### src/rtl/seg7_pkg.sv
// Shared constants, digit index type and anode helper for the multiplexed
// 7-segment scan controller.
package seg7_pkg;

    localparam int NUM_DIGITS = 4;
    localparam int VALUE_W    = 4 * NUM_DIGITS;

    localparam logic [NUM_DIGITS-1:0] AN_OFF = 4'b1111;

    typedef logic [1:0] digit_t;

    // Active-low one-hot anode pattern selecting a single digit.
    function automatic logic [NUM_DIGITS-1:0] an_onehot(input digit_t d);
        return ~(4'b0001 << d);
    endfunction

endpackage

### src/rtl/seg7_scan_if.sv
// Value/control bundle between a display producer and the scan controller.
// load is a one-cycle qualifier for value: no ready, every load is taken.
interface seg7_scan_if;
    import seg7_pkg::*;

    logic [VALUE_W-1:0]    value;
    logic                  load;
    logic [NUM_DIGITS-1:0] digit_en;
    logic [3:0]            val;
    logic [NUM_DIGITS-1:0] an;
    logic                  frame_tick;

    modport master (
        output value, load, digit_en,
        input  val, an, frame_tick
    );

    modport slave (
        input  value, load, digit_en,
        output val, an, frame_tick
    );

endinterface

### src/rtl/seg7_slot_timer.sv
// Slot/digit counters for the scan controller. All outputs describe the
// coming cycle so the parent can register val/an with no extra skew.
module seg7_slot_timer
    import seg7_pkg::*;
#(
    parameter int DIGIT_DIV    = 100000,
    parameter int BLANK_CYCLES = 16
) (
    input  logic   clk,
    input  logic   rst,
    output digit_t digit_d_o,
    output logic   slot_start_o,
    output logic   frame_start_o,
    output logic   in_blank_o
);

    localparam int            CW        = (DIGIT_DIV > 1) ? $clog2(DIGIT_DIV) : 1;
    localparam logic [CW-1:0] SLOT_LAST = CW'(DIGIT_DIV - 1);
    localparam logic [CW-1:0] BLANK_END = CW'(BLANK_CYCLES);

    logic [CW-1:0] slot_cnt_q, slot_cnt_d;
    digit_t        digit_q, digit_d;
    logic          run_q, run_d;

    // run_q holds the counters at 0 for the first post-reset edge so the
    // first running cycle is slot 0 of digit 0 with a fresh frame start.
    always_comb begin
        run_d      = 1'b1;
        slot_cnt_d = slot_cnt_q;
        digit_d    = digit_q;
        if (run_q) begin
            if (slot_cnt_q == SLOT_LAST) begin
                slot_cnt_d = '0;
                digit_d    = digit_q + 2'd1;
            end else begin
                slot_cnt_d = slot_cnt_q + 1'b1;
            end
        end
    end

    always_ff @(posedge clk) begin
        if (rst) begin
            slot_cnt_q <= '0;
            digit_q    <= '0;
            run_q      <= 1'b0;
        end else begin
            slot_cnt_q <= slot_cnt_d;
            digit_q    <= digit_d;
            run_q      <= run_d;
        end
    end

    assign digit_d_o     = digit_d;
    assign slot_start_o  = (slot_cnt_d == '0);
    assign frame_start_o = slot_start_o && (digit_d == '0);
    assign in_blank_o    = (slot_cnt_d < BLANK_END);

endmodule

### src/rtl/seg7_scan.sv
// Multiplexed 4-digit scan controller: double-buffered value, one nibble per
// slot onto the seg7 decoder input, active-low anodes with per-slot blanking.
module seg7_scan
    import seg7_pkg::*;
#(
    parameter int DIGIT_DIV    = 100000,
    parameter int BLANK_CYCLES = 16
) (
    input logic        clk,
    input logic        rst,
    seg7_scan_if.slave bus
);

    digit_t digit_d;
    logic   slot_start, frame_start, in_blank;

    logic [VALUE_W-1:0]    shadow_q, shadow_d;
    logic [VALUE_W-1:0]    disp_q, disp_d;
    logic [3:0]            val_q, val_d;
    logic [NUM_DIGITS-1:0] an_q, an_d;
    logic                  frame_tick_q, frame_tick_d;

    seg7_slot_timer #(
        .DIGIT_DIV    (DIGIT_DIV),
        .BLANK_CYCLES (BLANK_CYCLES)
    ) u_timer (
        .clk           (clk),
        .rst           (rst),
        .digit_d_o     (digit_d),
        .slot_start_o  (slot_start),
        .frame_start_o (frame_start),
        .in_blank_o    (in_blank)
    );

    // disp takes the pre-edge shadow, so a load on the boundary cycle itself
    // waits one more frame; val picks up the freshly latched disp directly.
    always_comb begin
        shadow_d     = bus.load ? bus.value : shadow_q;
        disp_d       = frame_start ? shadow_q : disp_q;
        val_d        = slot_start ? disp_d[{digit_d, 2'b00} +: 4] : val_q;
        an_d         = AN_OFF;
        if (!in_blank && bus.digit_en[digit_d]) begin
            an_d = an_onehot(digit_d);
        end
        frame_tick_d = frame_start;
    end

    always_ff @(posedge clk) begin
        if (rst) begin
            shadow_q     <= '0;
            disp_q       <= '0;
            val_q        <= 4'h0;
            an_q         <= AN_OFF;
            frame_tick_q <= 1'b0;
        end else begin
            shadow_q     <= shadow_d;
            disp_q       <= disp_d;
            val_q        <= val_d;
            an_q         <= an_d;
            frame_tick_q <= frame_tick_d;
        end
    end

    assign bus.val        = val_q;
    assign bus.an         = an_q;
    assign bus.frame_tick = frame_tick_q;

endmodule

### src/flat_wrapper.sv
// flat-port wrapper written by rule: the top's interface ports become plain ports
module seg7_scan_flat import seg7_pkg::*;
#(
    parameter int DIGIT_DIV    = 100000,
    parameter int BLANK_CYCLES = 16
)
  (clk, rst, bus_value, bus_load, bus_digit_en, bus_val, bus_an, bus_frame_tick);
  seg7_scan_if bus_i ();
  input logic clk;
  input logic rst;
  input wire logic [$bits(bus_i.value)-1:0] bus_value;
  input wire logic [$bits(bus_i.load)-1:0] bus_load;
  input wire logic [$bits(bus_i.digit_en)-1:0] bus_digit_en;
  output wire logic [$bits(bus_i.val)-1:0] bus_val;
  output wire logic [$bits(bus_i.an)-1:0] bus_an;
  output wire logic [$bits(bus_i.frame_tick)-1:0] bus_frame_tick;
  assign bus_i.value = bus_value;
  assign bus_i.load = bus_load;
  assign bus_i.digit_en = bus_digit_en;
  assign bus_val = bus_i.val;
  assign bus_an = bus_i.an;
  assign bus_frame_tick = bus_i.frame_tick;
  seg7_scan #(.DIGIT_DIV(DIGIT_DIV), .BLANK_CYCLES(BLANK_CYCLES)) u_core (.clk(clk), .rst(rst), .bus(bus_i));
endmodule
### config.mk
export PLATFORM = sky130hd
export DESIGN_NAME = seg7_scan_flat
export DESIGN_NICKNAME = d
export VERILOG_FILES = /design/src/rtl/seg7_pkg.sv /design/src/rtl/seg7_scan_if.sv /design/src/rtl/seg7_slot_timer.sv /design/src/rtl/seg7_scan.sv /design/src/flat_wrapper.sv
export SDC_FILE = /design/constraint.sdc
export NUM_CORES = 1
export LEC_CHECK = 0
export CAP_MARGIN = 20
export CORE_MARGIN = 3
export CORE_UTILIZATION = 60
export CTS_CLUSTER_DIAMETER = 40
export CTS_CLUSTER_SIZE = 40
export DETAILED_ROUTE_END_ITERATION = 12
export GPL_ROUTABILITY_DRIVEN = 0
export GPL_TIMING_DRIVEN = 0
export PLACE_DENSITY = 0.84
export SLEW_MARGIN = 10
export SYNTH_ARGS = -nofsm -noshare
export SYNTH_HDL_FRONTEND = slang
export SYNTH_SLANG_ARGS = --single-unit
export TNS_END_PERCENT = 5
### constraint.sdc
create_clock -name clk -period 7.2 [get_ports clk]
set_clock_uncertainty 0.2 [all_clocks]
set_input_delay 1.8 -clock clk [delete_from_list [all_inputs] [get_ports clk]]
set_output_delay 1.8 -clock clk [all_outputs]
set_load 0.05 [all_outputs]
==> out/results.ini <==
[power]
p_leak_nw=1.396
ir_worst_vdd_v=0.0001716
p_per_area_mw_per_mm2=212.9
power_w=0.0007249

[drt]
antenna_left=0
wl_per_cell_um=15.48
dr.pass1.iters=4
vias=2393
route.detailed.drc=0
vias_per_cell=5.938
totalWireLength_mm=6.240
drt_iter0_drc=195

[global_route]
grt_overflow=0
grt_pass1_wl_mm=10.14
grtUsageTotal_pct=24.31
antenna_found_initial=0
grt_max_degree=11
grt_pass1_vias=2169

[synthesis]
ys_top_cells_by_area=dfxtp_1 40%, mux2i_1 12%, nor2_1 7.8%
synth-main-ff-cell=dfxtp_1
synth_top_area_share_pct=40.26
ys_types=58
syn_area_sq_mm=0.002834
synth_seq_cells=57
yosysSeqAreaShare_pct=40.26
avgSynthCellArea_sq_um=9.292
yosysMostFrequentCell=nor2_1
syn-num-nets=329
yosys_warnings=0
syn-instance-count=305
synth_common_cells=59 x nor2_1, 57 x dfxtp_1, 35 x mux2i_1, 16 x nand2_1
synth_edf_count=0
synthArstFlopShare_pct=0
synth.largest_area_cell=dfxtp_1

[floorplanning]
die_x_um=74.73
start_util_pct=63.77
die_y_um=74.73
coreArea_sq_mm=0.004444
pin_count=32
fp.dieArea_sq_mm=0.005584
fp-row-count=24

[timing]
fin_setup_tns_ns=0
tightest_slew_ns=0.6930
maxSlewViolCount=0
rsz0062_at_grt=no
timing.final.crit_share_pct=48.76
hold_viol=0
clock.fmax_mhz=284.9
period_needed_ns=3.511
fin_ws_ns=3.689
max_slew_margin_pct=53.80
setup_viol=0

[clock_network]
cts_setup_buffers=0
cts_made_buffers=9
cts_htree_levels=3
insertion_delay_ns=0.34
clk_path_buf_depth=2
cts_root_buf=clkbuf_8
clkSinkCount=57
path_clk_slew_ns=0.07
cts_hold_buf=0
cts_tree=built
post_cts_resized=0

[critical_path]
rrSetupSlack_ns=3.98
end_kind=output port
cp-start-kind=register
worstPathMaxFanout=2
max_stage_delay_ns=0.82
r2r-start=u_core.u_timer.slot_cnt_q[1]$_SDFF_PP0_
r2r_cells=8
worstPathArrival_ns=1.51
path_buf_inv=1
crit_path_cell_trace=clkdlybuf4s50_1
crit_required_ns=5.20
crit_type=reg2out
r2r_end=u_core.bus.val[0]$_SDFFE_PP0N_
critical-path-top-delay-family=buffers and inverters
crit_slowest_cell=clkdlybuf4s50_1

[worst_hold_path]
hp-start=u_core.shadow_q[9]$_SDFFE_PP0P_
min_delay_path_depth=2
min_to=u_core.disp_q[9]$_SDFF_PP0_
hold_class=reg2reg

[placed_design]
dp_slack_ns=3.520
dpl.hpwl_mm=4.507
port_buffers=30
dpl_cell_area_sq_mm=0.003199

[final_layout]
regArea_sq_mm=0.001141
final_area_sq_mm=0.003405
drive_gt1_share_pct=11.97
antenna_cells=0
nFillCells=321
fin_nets=370
multi_input_area_sq_mm=0.001600
area_growth_pct=20.13

[outcome]
outcome=completed

[run]
drv_cap=0

-- routing by layer --
layer	wire, um	part of all wire (%)	track usage [%]
met4	104	1.7	11.86
met1	2852	46	33.22
met5	0	0	0
met3	394	6.3	4.673
met2	2888	46	36.98
-- registers in the layout, summed over array words and instances, names as in the netlist --
register,count
u_core.u_timer.digit_q,2
u_core.bus.frame_tick,1
u_core.bus.val,4
u_core.bus.an,4
u_core.u_timer.slot_cnt_q,17
u_core.u_timer.run_q,1
u_core.shadow_q,16
u_core.disp_q,12
-- layout by cell type, fill, tap and decap left out, types with 2 or more instances in the layout --
cell type,instances
nor2_1,59
dfxtp_1,57
mux2i_1,35
clkdlybuf4s50_1,30
nand2_1,16
clkbuf_8,11
clkbuf_1,10
xnor2_1,10
xor2_1,9
buf_2,8
o21ai_0,7
nand3_1,6
nand3b_1,6
nand4_1,5
or3_1,5
mux2_2,4
nor2b_1,4
inv_1,3
nor4_1,3
and2_1,3
a211oi_1,3
clkinv_2,3
nor4bb_1,2
nor4b_1,2
nor4_4,2
and3_1,2
nor3_1,2
nand4b_1,2
nand2b_1,2
or2_2,2
a22oi_1,2
a21oi_1,2
a21o_1,2
a221o_1,2
o22ai_1,2
-- per-stage QoR --
stage | hold slack, ns | util [%] | cells
3_3_place_gp | 0.2732 | 71.99 | 387
6_report | 0.2960 | 76.60 | 403
4_1_cts | 0.2992 | 76.60 | 403
2_1_floorplan | 0.2592 | - | 305
5_1_grt | 0.3204 | 76.60 | 403
3_5_place_dp | 0.2837 | 71.99 | 387
-- where the power goes --
part	total, W	switching, W	internal (W)
Combinational	0.0000800	0.0000414	0.0000387
Sequential	0.000337	0.00000944	0.000328
Clock	0.000307	0.000130	0.000177
Total	0.000725	0.000181	0.000544
-- cell families (layout without fill, tap and decap cells) --
kind of cell | after synthesis | count (layout) | synth area share (%)
AOI/OAI and AO/OA | 34 | 34 | 9.227
xor gates and xnor gates | 19 | 19 | 5.872
adders and majority gates | 1 | 1 | 0.4414
buffers and inverters | 22 | 68 | 3.267
DFF | 57 | 57 | 40.26
muxes | 41 | 41 | 15.28
and+or+nand+nor | 131 | 131 | 25.65
-- cell type report --
| class | count | area share [%] |
|---|---|---|
| plain buffers | 19 | 2.389 |
| clock buffers | 11 | 4.447 |
| well taps | 52 | 1.911 |
| repair buffers | 30 | 8.820 |
| clock inverters | 5 | 1.580 |
| multi-input cells | 226 | 47.00 |
| flip-flops and latches | 57 | 33.52 |
| inverters | 3 | 0.3308 |
-- worst max path at each step --
stage	endpoint	cells past startpoint	start
final	bus_val[2]	1	u_core.bus.val[2]$_SDFFE_PP0N_
after global routing	bus_val[0]	1	u_core.bus.val[0]$_SDFFE_PP0N_
after CTS	bus_val[3]	1	u_core.bus.val[3]$_SDFFE_PP0N_
after detailed placement	u_core.bus.an[3]$_SDFF_PP1_	5	bus_digit_en[0]
after global placement	u_core.bus.an[3]$_SDFF_PP1_	5	bus_digit_en[0]
after floorplan	u_core.shadow_q[10]$_SDFFE_PP0P_	4	bus_load
-- worst min-delay path: stages (launching register included) --
cell     delay, ns
dfxtp_1       0.33
mux2i_1       0.06
nor2_1        0.07
(Power assumes the default switching activity.)
